### src/rtl/atk_mem_pkg.sv
// Shared definitions for the SRAM boot loader: phase encodings, loader states
// and the idle level of the active-low SRAM control pins.
package atk_mem_pkg;

    localparam logic PH_COPY_IMG    = 1'b0;
    localparam logic PH_RUN_IMG     = 1'b1;
    localparam logic SRAM_CTRL_IDLE = 1'b1;

    typedef enum logic [2:0] {
        ST_WAIT,
        ST_SETUP,
        ST_STROBE,
        ST_HOLD,
        ST_RUN
    } loader_state_e;

endpackage

### src/rtl/sram_write_strobe.sv
// One async-SRAM write: SETUP (cs low), STROBE (we low for WE_CYCLES clocks),
// HOLD (we high, bus held). Pulses done during HOLD; idle pins when not busy.
module sram_write_strobe
    import atk_mem_pkg::*;
#(
    parameter int unsigned ADDR_W    = 18,
    parameter int unsigned DATA_W    = 16,
    parameter int unsigned WE_CYCLES = 1
) (
    input  logic              clk,
    input  logic              rst_n,
    input  logic              start,
    input  logic [ADDR_W-1:0] addr,
    input  logic [DATA_W-1:0] data,
    output logic              done,
    output logic              wr_cs_n,
    output logic              wr_we_n,
    output logic              wr_doe,
    output logic [ADDR_W-1:0] wr_addr,
    output logic [DATA_W-1:0] wr_dout
);

    localparam int unsigned CNT_W = (WE_CYCLES > 1) ? $clog2(WE_CYCLES) : 1;

    loader_state_e     state_q, state_d;
    logic [CNT_W-1:0]  cnt_q, cnt_d;
    logic [ADDR_W-1:0] addr_q, addr_d;
    logic [DATA_W-1:0] data_q, data_d;

    always_ff @(posedge clk or negedge rst_n) begin
        if (!rst_n) begin
            state_q <= ST_WAIT;
            cnt_q   <= '0;
            addr_q  <= '0;
            data_q  <= '0;
        end else begin
            state_q <= state_d;
            cnt_q   <= cnt_d;
            addr_q  <= addr_d;
            data_q  <= data_d;
        end
    end

    always_comb begin
        state_d = state_q;
        cnt_d   = cnt_q;
        addr_d  = addr_q;
        data_d  = data_q;
        case (state_q)
            ST_WAIT: begin
                if (start) begin
                    state_d = ST_SETUP;
                    addr_d  = addr;
                    data_d  = data;
                end
            end
            ST_SETUP: begin
                state_d = ST_STROBE;
                cnt_d   = CNT_W'(WE_CYCLES - 1);
            end
            ST_STROBE: begin
                if (cnt_q == '0) begin
                    state_d = ST_HOLD;
                end else begin
                    cnt_d = cnt_q - 1'b1;
                end
            end
            ST_HOLD:  state_d = ST_WAIT;
            default:  state_d = ST_WAIT;
        endcase
    end

    // Pins decode straight from the async-reset state so reset drops WE at once.
    always_comb begin
        done    = (state_q == ST_HOLD);
        wr_cs_n = SRAM_CTRL_IDLE;
        wr_we_n = SRAM_CTRL_IDLE;
        wr_doe  = 1'b0;
        wr_addr = '0;
        wr_dout = '0;
        if (state_q == ST_SETUP || state_q == ST_STROBE || state_q == ST_HOLD) begin
            wr_cs_n = 1'b0;
            wr_we_n = (state_q == ST_STROBE) ? 1'b0 : SRAM_CTRL_IDLE;
            wr_doe  = 1'b1;
            wr_addr = addr_q;
            wr_dout = data_q;
        end
    end

endmodule

### src/rtl/sram_boot_loader.sv
// Boot loader: copies a streamed image into async SRAM while holding the CU in
// reset, then hands the SRAM bus to the CU until a reboot request.
module sram_boot_loader
    import atk_mem_pkg::*;
#(
    parameter int unsigned ADDR_W    = 18,
    parameter int unsigned DATA_W    = 16,
    parameter int unsigned CU_ADDR_W = 16,
    parameter int unsigned IMG_WORDS = 65536,
    parameter int unsigned BASE_ADDR = 0,
    parameter int unsigned WE_CYCLES = 1
) (
    input  logic                 clk,
    input  logic                 rst_n,
    input  logic                 boot_skip,
    input  logic                 reboot,
    input  logic                 src_valid,
    output logic                 src_ready,
    input  logic [DATA_W-1:0]    src_data,
    input  logic                 cu_cs_n,
    input  logic                 cu_rd_n,
    input  logic                 cu_wr_n,
    input  logic [CU_ADDR_W-1:0] cu_addr,
    input  logic [DATA_W-1:0]    cu_wdata,
    output logic [DATA_W-1:0]    cu_rdata,
    output logic                 cu_rst_n,
    output logic                 sram_cs_n,
    output logic                 sram_oe_n,
    output logic                 sram_we_n,
    output logic [ADDR_W-1:0]    sram_addr,
    output logic [DATA_W-1:0]    sram_dout,
    output logic                 sram_doe,
    input  logic [DATA_W-1:0]    sram_din,
    output logic                 phase,
    output logic [ADDR_W:0]      words_done
);

    localparam logic [ADDR_W:0]   IMG_CNT = (ADDR_W + 1)'(IMG_WORDS);
    localparam logic [ADDR_W-1:0] BASE    = ADDR_W'(BASE_ADDR);

    loader_state_e     state_q, state_d;
    logic [ADDR_W:0]   words_done_q, words_done_d;
    logic [ADDR_W:0]   words_inc;
    logic              phase_q, phase_d;
    logic              cu_rst_n_q, cu_rst_n_d;
    logic              src_ready_q, src_ready_d;
    logic              wr_start, wr_done;
    logic              wr_cs_n, wr_we_n, wr_doe;
    logic [ADDR_W-1:0] wr_addr_in, wr_addr;
    logic [DATA_W-1:0] wr_dout;

    assign wr_addr_in = BASE + words_done_q[ADDR_W-1:0];
    assign words_inc  = words_done_q + 1'b1;

    sram_write_strobe #(
        .ADDR_W    (ADDR_W),
        .DATA_W    (DATA_W),
        .WE_CYCLES (WE_CYCLES)
    ) u_strobe (
        .clk     (clk),
        .rst_n   (rst_n),
        .start   (wr_start),
        .addr    (wr_addr_in),
        .data    (src_data),
        .done    (wr_done),
        .wr_cs_n (wr_cs_n),
        .wr_we_n (wr_we_n),
        .wr_doe  (wr_doe),
        .wr_addr (wr_addr),
        .wr_dout (wr_dout)
    );

    always_ff @(posedge clk or negedge rst_n) begin
        if (!rst_n) begin
            state_q      <= ST_WAIT;
            words_done_q <= '0;
            phase_q      <= PH_COPY_IMG;
            cu_rst_n_q   <= 1'b0;
            src_ready_q  <= 1'b0;
        end else begin
            state_q      <= state_d;
            words_done_q <= words_done_d;
            phase_q      <= phase_d;
            cu_rst_n_q   <= cu_rst_n_d;
            src_ready_q  <= src_ready_d;
        end
    end

    // ST_SETUP here covers the whole delegated write; the strobe unit
    // sequences its own SETUP/STROBE/HOLD and reports done in HOLD.
    always_comb begin
        state_d      = state_q;
        words_done_d = words_done_q;
        wr_start     = 1'b0;
        case (state_q)
            ST_WAIT: begin
                if (words_done_q == '0 && boot_skip) begin
                    state_d = ST_RUN;
                end else if (src_valid && src_ready_q) begin
                    wr_start = 1'b1;
                    state_d  = ST_SETUP;
                end
            end
            ST_SETUP: begin
                if (wr_done) begin
                    words_done_d = words_inc;
                    state_d      = (words_inc == IMG_CNT) ? ST_RUN : ST_WAIT;
                end
            end
            ST_RUN: begin
                if (reboot) begin
                    state_d      = ST_WAIT;
                    words_done_d = '0;
                end
            end
            default: state_d = ST_WAIT;
        endcase
        phase_d     = (state_d == ST_RUN) ? PH_RUN_IMG : PH_COPY_IMG;
        cu_rst_n_d  = (state_d == ST_RUN);
        src_ready_d = (state_d == ST_WAIT);
    end

    always_comb begin
        if (state_q == ST_RUN) begin
            sram_cs_n = cu_cs_n;
            sram_oe_n = cu_rd_n;
            sram_we_n = cu_wr_n;
            sram_addr = ADDR_W'(cu_addr);
            sram_dout = cu_wdata;
            sram_doe  = ~cu_cs_n & ~cu_wr_n;
        end else begin
            sram_cs_n = wr_cs_n;
            sram_oe_n = SRAM_CTRL_IDLE;
            sram_we_n = wr_we_n;
            sram_addr = wr_addr;
            sram_dout = wr_dout;
            sram_doe  = wr_doe;
        end
    end

    assign cu_rdata   = sram_din;
    assign src_ready  = src_ready_q;
    assign phase      = phase_q;
    assign cu_rst_n   = cu_rst_n_q;
    assign words_done = words_done_q;

endmodule

### config.mk
export PLATFORM = sky130hd
export DESIGN_NAME = sram_boot_loader
export DESIGN_NICKNAME = d
export VERILOG_FILES = /design/src/rtl/atk_mem_pkg.sv /design/src/rtl/sram_write_strobe.sv /design/src/rtl/sram_boot_loader.sv
export SDC_FILE = /design/constraint.sdc
export NUM_CORES = 1
export LEC_CHECK = 0
export CORE_MARGIN = 3
export CORE_UTILIZATION = 45
export DETAILED_ROUTE_END_ITERATION = 6
export PLACE_DENSITY = 0.9
export SLEW_MARGIN = 20
export SYNTH_ARGS = -nofsm -noshare
export SYNTH_HDL_FRONTEND = slang
export SYNTH_HIERARCHICAL = 1
export SYNTH_SLANG_ARGS = --single-unit
### constraint.sdc
create_clock -name clk -period 2.36 [get_ports clk]
set_input_delay 0.472 -clock clk [delete_from_list [all_inputs] [get_ports clk]]
set_output_delay 0.472 -clock clk [all_outputs]
set_load 0.02 [all_outputs]
== Word-level counts from Yosys, hierarchy flattened ==
Index checks and enable logic that the tools add are counted.

* Input port bits: 72
* Bits in registers: 63

* Muxes and demuxes: 30
* Bitwise logic cells: 3
* Reductions and logical operators: 13
* Equality and inequality tests: 11
* Add/subtract/negate cells: 2

{| class="wikitable"
|+ Operator list
! cell !! count
|-
| $mux 19 || 2
|-
| $pmux 19 s2 || 1
|-
| $mux 18 || 2
|-
| $mux 16 || 2
|-
| $mux 3 || 7
|-
| $add 19x1->19 const B || 1
|-
| $eq 19x17->1 const B || 1
|-
| $logic_not 19->1 || 1
|-
| $pmux 3 s3 || 2
|-
| $mux 1 || 13
|-
| $logic_not 3->1 || 3
|-
| $eq 3x1->1 const B || 2
|-
| $eq 3x2->1 const B || 2
|-
| $eq 3x3->1 const B || 2
|-
| $ne 2x1->1 const B || 2
|-
| $ne 2x2->1 const B || 2
|-
| $reduce_and 2->1 || 2
|-
| $reduce_bool 2->1 || 2
|-
| $reduce_and 3->1 || 1
|-
| $logic_and 1x1->1 || 2
|-
| $logic_or 1x1->1 || 2
|-
| $not 1->1 || 2
|-
| $pmux 1 s2 || 1
|-
| $and 1x1->1 || 1
|-
| $sub 1x1->1 const B || 1
|}

== Depth between registers and ports, before layout ==
* Depth in word-level cells: 7
* Mapped depth: 9
* Gate-level depth less buffers: 8

== By module ==
Netlist, hierarchy kept.

{| class="wikitable"
|+ By module, submodules not included
! module !! times used !! area an instance (sq um) !! cells an instance
|-
| sram_boot_loader || 1 || 2193.4 || 252
|-
| sram_write_strobe || 1 || 1796.7 || 127
|}

== Worst setup path before layout ==
No wires, ideal clock.

* Kind: register -> register
* Start: reg words_done_q[0], in the netlist words_done[0]
* End: reg cu_rst_n_q, in the netlist cu_rst_n
* Stages on the path, launching flop included: 9
* Setup slack: 0.113 ns
* Data arrival time: 2.180 ns
* Library setup time: 0.067 ns
* Clock period less this slack: 2.247 ns
* Path through: dfrtp_1 ha_1 and4_1 buf_6 a311oi_2 mux2_1 o32ai_1 or4_1 nand2_1

* Cells in the longest elaborated chain, start to end: 6

{| class="wikitable"
|+ Ends and longest elaborated chain
! what !! RTL line !! source
|-
| start: declaration || sram_boot_loader.sv:42 || <nowiki>logic [ADDR_W:0] words_done_q, words_done_d;</nowiki>
|-
| start signal: assignment || sram_boot_loader.sv:82 || <nowiki>words_done_q <= words_done_d;</nowiki>
|-
| $add 19x1->19 || sram_boot_loader.sv:53 || <nowiki>assign words_inc = words_done_q + 1'b1;</nowiki>
|-
| $eq 19x17->1 || sram_boot_loader.sv:107 || <nowiki>state_d = (words_inc == IMG_CNT) ? ST_RUN : ST_WAIT;</nowiki>
|-
| $mux 3 || sram_boot_loader.sv:107 ||
|-
| $mux 3 || sram_boot_loader.sv:105 || <nowiki>if (wr_done) begin</nowiki>
|-
| $pmux 3 s3 (*) || sram_boot_loader.sv:95 || <nowiki>case (state_q)</nowiki>
|-
| $eq 3x3->1 (*) || sram_boot_loader.sv:119 || <nowiki>cu_rst_n_d = (state_d == ST_RUN);</nowiki>
|-
| net cu_rst_n_d || sram_boot_loader.sv:45 || <nowiki>logic cu_rst_n_q, cu_rst_n_d;</nowiki>
|-
| end signal: assignment || sram_boot_loader.sv:84 || <nowiki>cu_rst_n_q <= cu_rst_n_d;</nowiki>
|-
| end: declaration || sram_boot_loader.sv:45 ||
|}

The timed path passes the listed nets; every way through them passes the cells marked *.
A chain may end at the register's enable or synchronous reset.

== Worst setup path in the final report ==
Ends and elaborated chain as after synthesis.

==> flow_summary.json <==
{
  "rsz0062_at_grt": "true",
  "crit_chain": "ha_1, and4_2, mux2i_1, a311oi_2, nand4_1, or4_1, nand2_1",
  "fp.dieW_um": 100,
  "cp_slowest_cell": "or4_1",
  "cts_sinks": 60,
  "clockPowerShare": 0.138,
  "syn_avg_cell_area_um2": 10.5,
  "cts_buffers": 9,
  "yosysUniqueCellTypes": 54,
  "hold_violations": 0,
  "portBuffers": 115,
  "antenna_found_initial": 0,
  "crit_start": "words_done[0]$_DFFE_PN0P_",
  "yosys.area.top_type": "dfrtp_1",
  "firstDrtPassIters": 7,
  "place_hpwl_um": 7760,
  "htreeDepth": 3,
  "ir_drop_uv": 465,
  "synth_nets": 459,
  "timing.rr.start": "words_done[0]$_DFFE_PN0P_",
  "die_h_um": 100,
  "initial_core_util": 0.474,
  "outcome": "finished, final reports clean",
  "grt_max_degree": 61,
  "p_comb_frac": 0.591,
  "finalCriticalPeriod_ns": 2.33,
  "synthCells": 379,
  "finalSetupViolCount": 0,
  "async_flop_share": 1.00,
  "cp_slowest_stage_delay_ns": 0.47,
  "cts_buffer_depth": 2,
  "final_common_cell": "clkdlybuf4s50_1",
  "fin_ws_ns": 0.0348,
  "worst_slew_pin_slew_ns": 0.752,
  "antenna_cells": 0,
  "gp_congestion": 0.990,
  "grt_pass1_vias": 3490,
  "die_area_um2": 10000,
  "layout_common_cells": "clkdlybuf4s50_1 (76), dfrtp_1 (60), mux2_2 (38)",
  "max_slew_margin": 0.499,
  "ys_warn_count": 6,
  "total_power_w": 0.00696,
  "critPathTopFamily": "simple AND/OR/NAND/NOR gates",
  "crit_buf_inv": 0,
  "critPathCaptureType": "register",
  "fmax_mhz": 430,
  "worstRegToRegCells": 7,
  "seq_power_share": 0.270,
  "globalRouteTotalUtil": 0.226,
  "power_switching_share": 0.414,
  "root_buffer": "clkbuf_8",
  "avgRoutedWirePerCell_um": 18.8,
  "ys.flop_type": "dfrtp_1",
  "power.leakage_nw": 2.50,
  "ios": 148,
  "setup_tns_ns": 0,
  "cap_viol_max_count": 0,
  "rows": 33,
  "report.final.slew_viol_count": 0,
  "switchingPower_w": 0.00288,
  "crit_path_end": "cu_rst_n$_DFF_PN0_",
  "crit_arrival_ns": 2.60,
  "clk_latency_ns": 0.35,
  "ys_seq_elements": 60,
  "p_int_w": 0.00408,
  "fin_crit_sh": 0.985,
  "core-area_um2": 8420,
  "ys_seq_area_frac": 0.376,
  "areaGrowthSynthToFinish_pct": 39.1,
  "finClkSkew_ns": 0.00697,
  "netlist.area_leader.share": 0.376,
  "start_kind": "register",
  "synth_area_leaders": "dfrtp_1 (38%), mux2_2 (11%), mux2_4 (11%)",
  "synth_edf_count": 0,
  "critical_path_class": "reg -> reg",
  "overflow": 0,
  "drive_gt1_frac": 0.366,
  "grt_pass1_wl_um": 17900,
  "tritoncts": "done",
  "dp_slack_ns": -0.105,
  "powerDensity_nw_per_um2": 1250,
  "crit_fanout": 7,
  "ant_nets": 0,
  "crit_required_ns": 2.64,
  "r2r_end": "cu_rst_n$_DFF_PN0_",
  "clkSlewWorstSetupHoldPaths_ns": 0.07,
  "vias": 3523,
  "totalWireLength_um": 11600,
  "path_depth": 7,
  "drtIter0Drc": 266,
  "synth_area_um2": 3990,
  "reg2reg_setup_slack_ns": 0.03,
  "min_path_type": "in -> async",
  "drc_errors": 0,
  "nNetsFinal": 588,
  "viasPerCell": 5.70,
  "fin_util": 0.659
}
-- registers in the layout, indices dropped and copies added (netlist names) --
| signal | flops |
|---|---|
| state_q | 3 |
| u_strobe/data_q | 16 |
| words_done | 19 |
| u_strobe/state_q | 2 |
| u_strobe/addr_q | 18 |
| cu_rst_n | 1 |
| src_ready | 1 |
-- through the flow --
stage / std cells / hold WS (ns) / area, um2
4_1_cts: 609 / 0.298 / 5580
3_5_place_dp: 591 / 0.484 / 5290
3_3_place_gp: 591 / 0.481 / 5290
6_report: 618 / 0.280 / 5550
2_1_floorplan: 379 / 0.176 / 3990
5_1_grt: 618 / 0.342 / 5550
-- power by group through the flow --
stage          combinational (W)  sequential (W)  clock, W
5_1_grt                  0.00439         0.00194   0.00103
3_5_place_dp             0.00417         0.00188         0
4_1_cts                  0.00420         0.00186  0.000982
6_report                 0.00412         0.00188  0.000962
3_3_place_gp             0.00406         0.00184         0
2_1_floorplan            0.00239         0.00197         0
-- worst reg2reg max path, cell delays in order (launching register included) --
cell,delay (ns)
dfrtp_1,0.42
ha_1,0.25
and4_2,0.31
mux2i_1,0.16
a311oi_2,0.37
nand4_1,0.19
or4_1,0.47
nand2_1,0.10
-- layout make-up --
cell class,instances,area (um2)
Sequential cell,60,1500
Clock inverter,4,47.5
Multi-Input combinational cell,272,2240
Tap cell,105,131
Clock buffer,12,155
Fill cell,599,2870
Timing Repair Buffer,157,1450
Inverter,8,30.0
-- worst min path at each step --
stage                                               from                               to  slack [ns]  depth (start not counted)
after global placement    u_strobe/data_q[6]$_DFFE_PN0P_   u_strobe/data_q[6]$_DFFE_PN0P_        0.48                          1
after global routing                               rst_n  u_strobe/data_q[11]$_DFFE_PN0P_        0.34                          2
after detailed placement  u_strobe/data_q[1]$_DFFE_PN0P_   u_strobe/data_q[1]$_DFFE_PN0P_        0.48                          1
final                                              rst_n  u_strobe/data_q[11]$_DFFE_PN0P_        0.28                          2
after floorplan                                    rst_n               cu_rst_n$_DFF_PN0_        0.18                          0
after CTS                                          rst_n  u_strobe/data_q[12]$_DFFE_PN0P_        0.30                          2
-- cell usage after synthesis, drive strengths merged, types with 2 or more instances --
library cell / instances
nor2b: 36
nand4: 9
and3: 6
clkbuf: 8
ha: 8
a21oi: 6
a31oi: 6
mux2i: 2
and2: 4
dfrtp: 60
a22o: 4
nor3: 6
nor3b: 2
or4: 2
nor2: 23
o21ai: 23
o41ai: 3
o21bai: 2
o31ai: 4
a311oi: 2
nand2b: 4
mux2: 71
nand2: 19
inv: 8
and4: 2
buf: 31
nand3: 7
nor4: 6
-- cells by family (layout without fill, tap and decap cells) --
kind of cell | count (synthesis) | count (layout) | synth area share
AND/OR/NAND/NOR | 132 | 132 | 0.190
XOR/XNOR | 1 | 1 | 0.00220
other | 1 | 1 | 0.000940
flip-flops | 60 | 60 | 0.376
adder cells (fa/ha/maj) | 8 | 8 | 0.0251
AO/OA/AOI/OAI | 57 | 57 | 0.0928
buffers and inverters | 47 | 181 | 0.0793
multiplexers | 73 | 73 | 0.234
-- per-layer routing --
metal / part of all wire / vias to the layer above / global-route usage / routed length [um]
li1: - / 1597 / - / -
met1: 0.40 / 1694 / 0.281 / 4590
met2: 0.49 / 198 / 0.383 / 5740
met3: 0.089 / 34 / 0.0577 / 1030
met4: 0.021 / 0 / 0.0746 / 246
met5: 0 / - / 0 / 0
-- what timing repair did --
item,CTS,global route
hold endpoints to repair,0,0
hold buffers,0,0
buffers inserted,1,7
cloned,1,2
resized for setup,114,52
pin swaps,0,3
setup endpoints to repair,38,43
Note: power is estimated with default switching activity, not from simulation.
